## src/rtl/loader_pkg.sv

```systemverilog
// Shared types and default sizing for the serial program loader.
package loader_pkg;

  localparam int DATA_W = 9;
  localparam int ADDR_W = 3;
  localparam int DEPTH  = 8;

  typedef enum logic [1:0] {
    IDLE = 2'd0,
    LOAD = 2'd1,
    KICK = 2'd2,
    RUN  = 2'd3
  } ctrl_state_t;

  typedef enum logic [1:0] {
    RX_IDLE  = 2'd0,
    RX_START = 2'd1,
    RX_DATA  = 2'd2,
    RX_STOP  = 2'd3
  } rx_state_t;

endpackage

```

## src/rtl/serial_rx_word.sv

```systemverilog
// Word-wide asynchronous serial receiver: start bit, DATA_W bits LSB first, stop bit.
module serial_rx_word #(
  parameter int DATA_W       = 9,
  parameter int CLKS_PER_BIT = 16
) (
  input  logic              clk,
  input  logic              reset,
  input  logic              abort_i,
  input  logic              ser_i,
  output logic              word_valid_o,
  output logic [DATA_W-1:0] word_o,
  output logic              frame_err_o
);
  import loader_pkg::*;

  localparam int CNT_W = $clog2(CLKS_PER_BIT);
  localparam int BIT_W = $clog2(DATA_W);
  localparam logic [CNT_W-1:0] HALF_END = CNT_W'(CLKS_PER_BIT / 2 - 1);
  localparam logic [CNT_W-1:0] BIT_END  = CNT_W'(CLKS_PER_BIT - 1);
  localparam logic [BIT_W-1:0] LAST_BIT = BIT_W'(DATA_W - 1);

  logic [1:0]        sync_q;
  rx_state_t         state_q, state_d;
  logic [CNT_W-1:0]  cnt_q, cnt_d;
  logic [BIT_W-1:0]  bit_q, bit_d;
  logic [DATA_W-1:0] shift_q, shift_d;
  logic              line;
  logic              word_valid;
  logic              frame_err;

  assign line = sync_q[1];

  // Synchronizer, bit timing and receiver state registers
  always_ff @(posedge clk) begin
    if (reset) begin
      sync_q  <= 2'b11;
      state_q <= RX_IDLE;
      cnt_q   <= '0;
      bit_q   <= '0;
      shift_q <= '0;
    end else begin
      sync_q  <= {sync_q[0], ser_i};
      state_q <= state_d;
      cnt_q   <= cnt_d;
      bit_q   <= bit_d;
      shift_q <= shift_d;
    end
  end

  // Receiver next state; a start sample of 1 is treated as a line glitch
  always_comb begin
    state_d    = state_q;
    cnt_d      = cnt_q;
    bit_d      = bit_q;
    shift_d    = shift_q;
    word_valid = 1'b0;
    frame_err  = 1'b0;
    if (abort_i) begin
      state_d = RX_IDLE;
      cnt_d   = '0;
      bit_d   = '0;
    end else begin
      case (state_q)
        RX_IDLE: begin
          cnt_d = '0;
          bit_d = '0;
          if (!line) state_d = RX_START;
          else       state_d = RX_IDLE;
        end
        RX_START: begin
          if (cnt_q == HALF_END) begin
            cnt_d = '0;
            if (!line) state_d = RX_DATA;
            else       state_d = RX_IDLE;
          end else begin
            cnt_d = cnt_q + CNT_W'(1);
          end
        end
        RX_DATA: begin
          if (cnt_q == BIT_END) begin
            cnt_d   = '0;
            shift_d = {line, shift_q[DATA_W-1:1]};
            if (bit_q == LAST_BIT) state_d = RX_STOP;
            else                   bit_d   = bit_q + BIT_W'(1);
          end else begin
            cnt_d = cnt_q + CNT_W'(1);
          end
        end
        RX_STOP: begin
          if (cnt_q == BIT_END) begin
            cnt_d   = '0;
            state_d = RX_IDLE;
            if (line) word_valid = 1'b1;
            else      frame_err  = 1'b1;
          end else begin
            cnt_d = cnt_q + CNT_W'(1);
          end
        end
        default: begin
          state_d = RX_IDLE;
          cnt_d   = '0;
          bit_d   = '0;
        end
      endcase
    end
  end

  assign word_valid_o = word_valid;
  assign frame_err_o  = frame_err;
  assign word_o       = shift_q;

endmodule

```

## src/rtl/program_loader.sv

```systemverilog
// Serial boot loader: fills program RAM rows 0..DEPTH-1, then resets and releases the CPU.
module program_loader #(
  parameter int DATA_W       = 9,
  parameter int ADDR_W       = 3,
  parameter int DEPTH        = 8,
  parameter int CLKS_PER_BIT = 16
) (
  input  logic              clk,
  input  logic              reset,
  input  logic              Load_Start,
  input  logic              Ser_In,
  output logic [DATA_W-1:0] RAM_Write_Data,
  output logic [ADDR_W-1:0] RAM_Write_Address,
  output logic              RAM_Write_Enable,
  output logic              PC_Enable,
  output logic              CPU_Reset,
  output logic              Loading,
  output logic              Frame_Err
);
  import loader_pkg::*;

  localparam logic [ADDR_W-1:0] LAST_ADDR = ADDR_W'(DEPTH - 1);

  ctrl_state_t       state_q, state_d;
  logic [ADDR_W-1:0] addr_q, addr_d;
  logic [DATA_W-1:0] data_q, data_d;
  logic              we_q, we_d;
  logic              pc_en_q, pc_en_d;
  logic              cpu_rst_q, cpu_rst_d;
  logic              loading_q, loading_d;
  logic              ferr_q, ferr_d;

  logic              rx_abort;
  logic              rx_valid;
  logic              rx_ferr;
  logic [DATA_W-1:0] rx_word;

  // Receiver only listens while loading; a restart kills any frame in flight
  assign rx_abort = Load_Start | (state_q != LOAD);

  serial_rx_word #(
    .DATA_W      (DATA_W),
    .CLKS_PER_BIT(CLKS_PER_BIT)
  ) u_rx (
    .clk         (clk),
    .reset       (reset),
    .abort_i     (rx_abort),
    .ser_i       (Ser_In),
    .word_valid_o(rx_valid),
    .word_o      (rx_word),
    .frame_err_o (rx_ferr)
  );

  // Control state and registered outputs
  always_ff @(posedge clk) begin
    if (reset) begin
      state_q   <= IDLE;
      addr_q    <= '0;
      data_q    <= '0;
      we_q      <= 1'b0;
      pc_en_q   <= 1'b0;
      cpu_rst_q <= 1'b0;
      loading_q <= 1'b0;
      ferr_q    <= 1'b0;
    end else begin
      state_q   <= state_d;
      addr_q    <= addr_d;
      data_q    <= data_d;
      we_q      <= we_d;
      pc_en_q   <= pc_en_d;
      cpu_rst_q <= cpu_rst_d;
      loading_q <= loading_d;
      ferr_q    <= ferr_d;
    end
  end

  // Load_Start has priority everywhere; a strobe already out still completes
  always_comb begin
    state_d   = state_q;
    addr_d    = addr_q;
    data_d    = data_q;
    we_d      = 1'b0;
    pc_en_d   = pc_en_q;
    cpu_rst_d = 1'b0;
    loading_d = loading_q;
    ferr_d    = ferr_q;
    if (Load_Start) begin
      state_d   = LOAD;
      addr_d    = '0;
      ferr_d    = 1'b0;
      pc_en_d   = 1'b0;
      loading_d = 1'b1;
    end else begin
      case (state_q)
        IDLE: begin
          pc_en_d   = 1'b0;
          loading_d = 1'b0;
        end
        LOAD: begin
          pc_en_d = 1'b0;
          if (we_q) begin
            if (addr_q == LAST_ADDR) begin
              // Address holds at the last row so the counter never wraps
              state_d   = KICK;
              cpu_rst_d = 1'b1;
              loading_d = 1'b0;
            end else begin
              addr_d = addr_q + ADDR_W'(1);
            end
          end else begin
            addr_d = addr_q;
          end
          if (rx_valid) begin
            we_d   = 1'b1;
            data_d = rx_word;
          end else if (rx_ferr) begin
            ferr_d = 1'b1;
          end else begin
            we_d = 1'b0;
          end
        end
        KICK: begin
          state_d   = RUN;
          pc_en_d   = 1'b1;
          loading_d = 1'b0;
        end
        RUN: begin
          pc_en_d   = 1'b1;
          loading_d = 1'b0;
        end
        default: begin
          state_d   = IDLE;
          pc_en_d   = 1'b0;
          loading_d = 1'b0;
        end
      endcase
    end
  end

  assign RAM_Write_Data    = data_q;
  assign RAM_Write_Address = addr_q;
  assign RAM_Write_Enable  = we_q;
  assign PC_Enable         = pc_en_q;
  assign CPU_Reset         = cpu_rst_q;
  assign Loading           = loading_q;
  assign Frame_Err         = ferr_q;

endmodule

```

## config.mk

```make
export PLATFORM = sky130hd
export DESIGN_NAME = program_loader
export DESIGN_NICKNAME = d
export VERILOG_FILES = /design/src/rtl/loader_pkg.sv /design/src/rtl/serial_rx_word.sv /design/src/rtl/program_loader.sv
export SDC_FILE = /design/constraint.sdc
export NUM_CORES = 1
export LEC_CHECK = 0
export ABC_CLOCK_PERIOD_IN_PS = 2290
export CORE_ASPECT_RATIO = 1.1
export CORE_MARGIN = 2
export CORE_UTILIZATION = 49
export DETAILED_ROUTE_END_ITERATION = 8
export PLACE_DENSITY_LB_ADDON = 0.08
export SLEW_MARGIN = 20
export SYNTH_ARGS = -nofsm -noshare
export SYNTH_HDL_FRONTEND = slang
export SYNTH_SLANG_ARGS = --single-unit
```

## constraint.sdc

```tcl
create_clock -name clk -period 2.29 [get_ports clk]
set_clock_uncertainty 0.1 [all_clocks]
set_input_delay 0.229 -clock clk [delete_from_list [all_inputs] [get_ports clk]]
set_output_delay 0.229 -clock clk [all_outputs]
set_load 0.02 [all_outputs]
```

==> results.txt <==
Reg clk slew, reported paths: 0.13 ns
Mapped Nets: 187
number of synthesized flops with an enable pin: 0
Routed WL: 3.373 mm
worst path buffer plus inverter count: 0
DP HPWL: 2.321 mm
Initial Utilization: 0.5135
fraction of synthesis flops using an asynchronous set or reset pin: 0
vias: 1395
Post-DRT Antenna Nets: 0
unrepaired setup endpoints after global routing: false
largest net degree at the start of global routing: 20
worst vdd ir: 0.0004680 V
clk_lat worst skew: 0.34 ns
final period utilization: 0.7866
max frequency: 555.2 MHz
CTS tree: done
layout cell share with drive strength beyond 1: 0.08500
io pins: 21
crit path launch type: register
leakage power: 0.7168 nW
WL/cell: 13.60 µm
# hold bufs at CTS: 0
Seq/Total Area, Yosys: 0.4682
post-route DRC violation count: 0
max-cap viol count: 0
slew margin rel.: 0.6553
crit path kind: register to register
gate count after technology mapping: 178
Place WS: 0.2227 ns
most frequent cells in the layout: 40 x dfxtp_1, 20 x clkdlybuf4s50_1, 19 x nand2_1
GP Congestion: 0.8107
CTS sink cnt: 40
main area contributors after synthesis: dfxtp_1 47%, mux2i_1 7.6%, o311ai_0 4.6%
PostCTS Resize Cnt: 0
Placed Instances: 240
H-tree levels: 2
1st-iter DRT viols: 59
synthesis warning total: 0
Buffers on Ports: 20
power per cell area: 604.1 nW/µm²
max incr delay on CP: 0.58 ns
commonest non-fill, non-tap cell in the layout: dfxtp_1
Max clock buf depth: 2
worst setup margin: 0.4887 ns
Syn Area/Cell: 9.609 µm²
crit path capture type: register
vias in the first global route: 1386
gr usage total: 0.1944
Synth Flop Type: dfxtp_1
Final Hold Vio Count: 0
Via density: 5.625
Antenna Cells: 0
status: finished, final reports clean
Layout Nets: 208
Root Driver: clkbuf_4
Slew @ Worst Pin: 0.5164 ns
final setup vio count: 0
Synth top area share: 0.4682
initial antenna violation count: 0
Arr. time, crit path: 1.93 ns
first-pass GRT wire length: 5.871 mm
Non-Filler Instances: 248
Slowest cell on crit path: or3_1
Seq cells post-synth: 40
Die Ht: 65.97 µm
synth unique cells: 40
Die W: 60.33 µm
fin. max-slew vios: 0
Synth area leader: dfxtp_1
fin util: 0.6108
HP Class: register to register
cts bufs inserted: 5
router iterations before antenna repair: 4
Critical Path Fanout Max: 18
Post-CTS Setup Bufs: 0
standard-cell row count: 22
CP required: 2.42 ns
min Tclk post-route: 1.801 ns
Top delay family on crit path: simple AND/OR/NAND/NOR gates
Total Negative Setup Slacks: 0 ns
global route total overflow: 0
Core Box Area: 3331 µm²
area grow syn2layout: 18.95%
CP Cell Sequence: ha_1, nand3_4, or3_1, mux2i_1
die area: 3980 µm²
Syn Std Cell Area: 1710 µm²
==> metrics by stage <==
| step | cell area [µm²] | hold WS, ns | power (W) |
|---|---|---|---|
| after floorplan | 1710 | 0.2014 | 0.0007346 |
| after global placement | 1944 | 0.2967 | 0.0007477 |
| after detailed placement | 1944 | 0.3006 | 0.0007486 |
| after CTS | 2034 | 0.3298 | 0.001240 |
| after global routing | 2034 | 0.3348 | 0.001275 |
| final | 2034 | 0.3336 | 0.001229 |
==> cell usage after synthesis, types with 4 or more instances <==
cell type	count
o21ai_1	9
inv_1	4
dfxtp_1	40
ha_1	5
nand2_1	19
nor2_1	11
nor2b_1	4
o311ai_0	9
clkbuf_1	5
a31oi_1	8
nand3_1	6
mux2i_1	13
o211ai_1	5
==> worst paths after layout <==
check	startpoint	end	slack [ns]	depth (start not counted)
max	u_rx.cnt_q[0]	u_rx.word_o[0]	0.49	4
max reg2reg	u_rx.cnt_q[0]	u_rx.word_o[0]	0.49	4
min	u_rx.sync_q[0]	u_rx.sync_q[1]	0.33	1
min reg2reg	u_rx.sync_q[0]	u_rx.sync_q[1]	0.33	1
==> cells by family after synthesis <==
kind of cell,share of synthesized area
buffers and inverters,0.04828
multiplexers,0.07608
AND/OR/NAND/NOR,0.1975
flip-flops,0.4682
AO/OA/AOI/OAI,0.1631
XOR/XNOR,0.01024
adder cells (fa/ha/maj),0.03658
==> power breakdown <==
part | internal [W] | switching, W
sequential | 0.000700 | 0.00000385
combinational | 0.0000122 | 0.0000169
clock | 0.000262 | 0.000235
==> layer usage <==
layer / global-route usage / part of all wire / up-vias
met5: 0 / 0 / -
met1: 0.2390 / 0.47 / 665
met2: 0.3071 / 0.48 / 35
met4: 0.08056 / 0.0068 / 0
met3: 0.06458 / 0.044 / 2
li1: - / - / 693
==> area by class of cell <==
type                    instances  area (µm²)
fillers                       309        1296
multi-input cells             122       827.0
flip-flops and latches         40       800.8
repair buffers                 25       237.7
well taps                      48       60.06
clock buffers                   6       51.30
clock inverters                 2       38.79
inverters                       5       18.77
==> registers in the layout, summed over array words and instances, names as in the netlist, named ones only <==
signal             cells
RAM_Write_Enable       1
Loading                1
u_rx.state_q           1
state_q                2
RAM_Write_Address      3
u_rx.sync_q            2
u_rx.cnt_q             4
CPU_Reset              1
u_rx.word_o            9
Frame_Err              1
PC_Enable              1
RAM_Write_Data         9
u_rx.bit_q             4
Note: power is estimated with default switching activity, not from simulation.
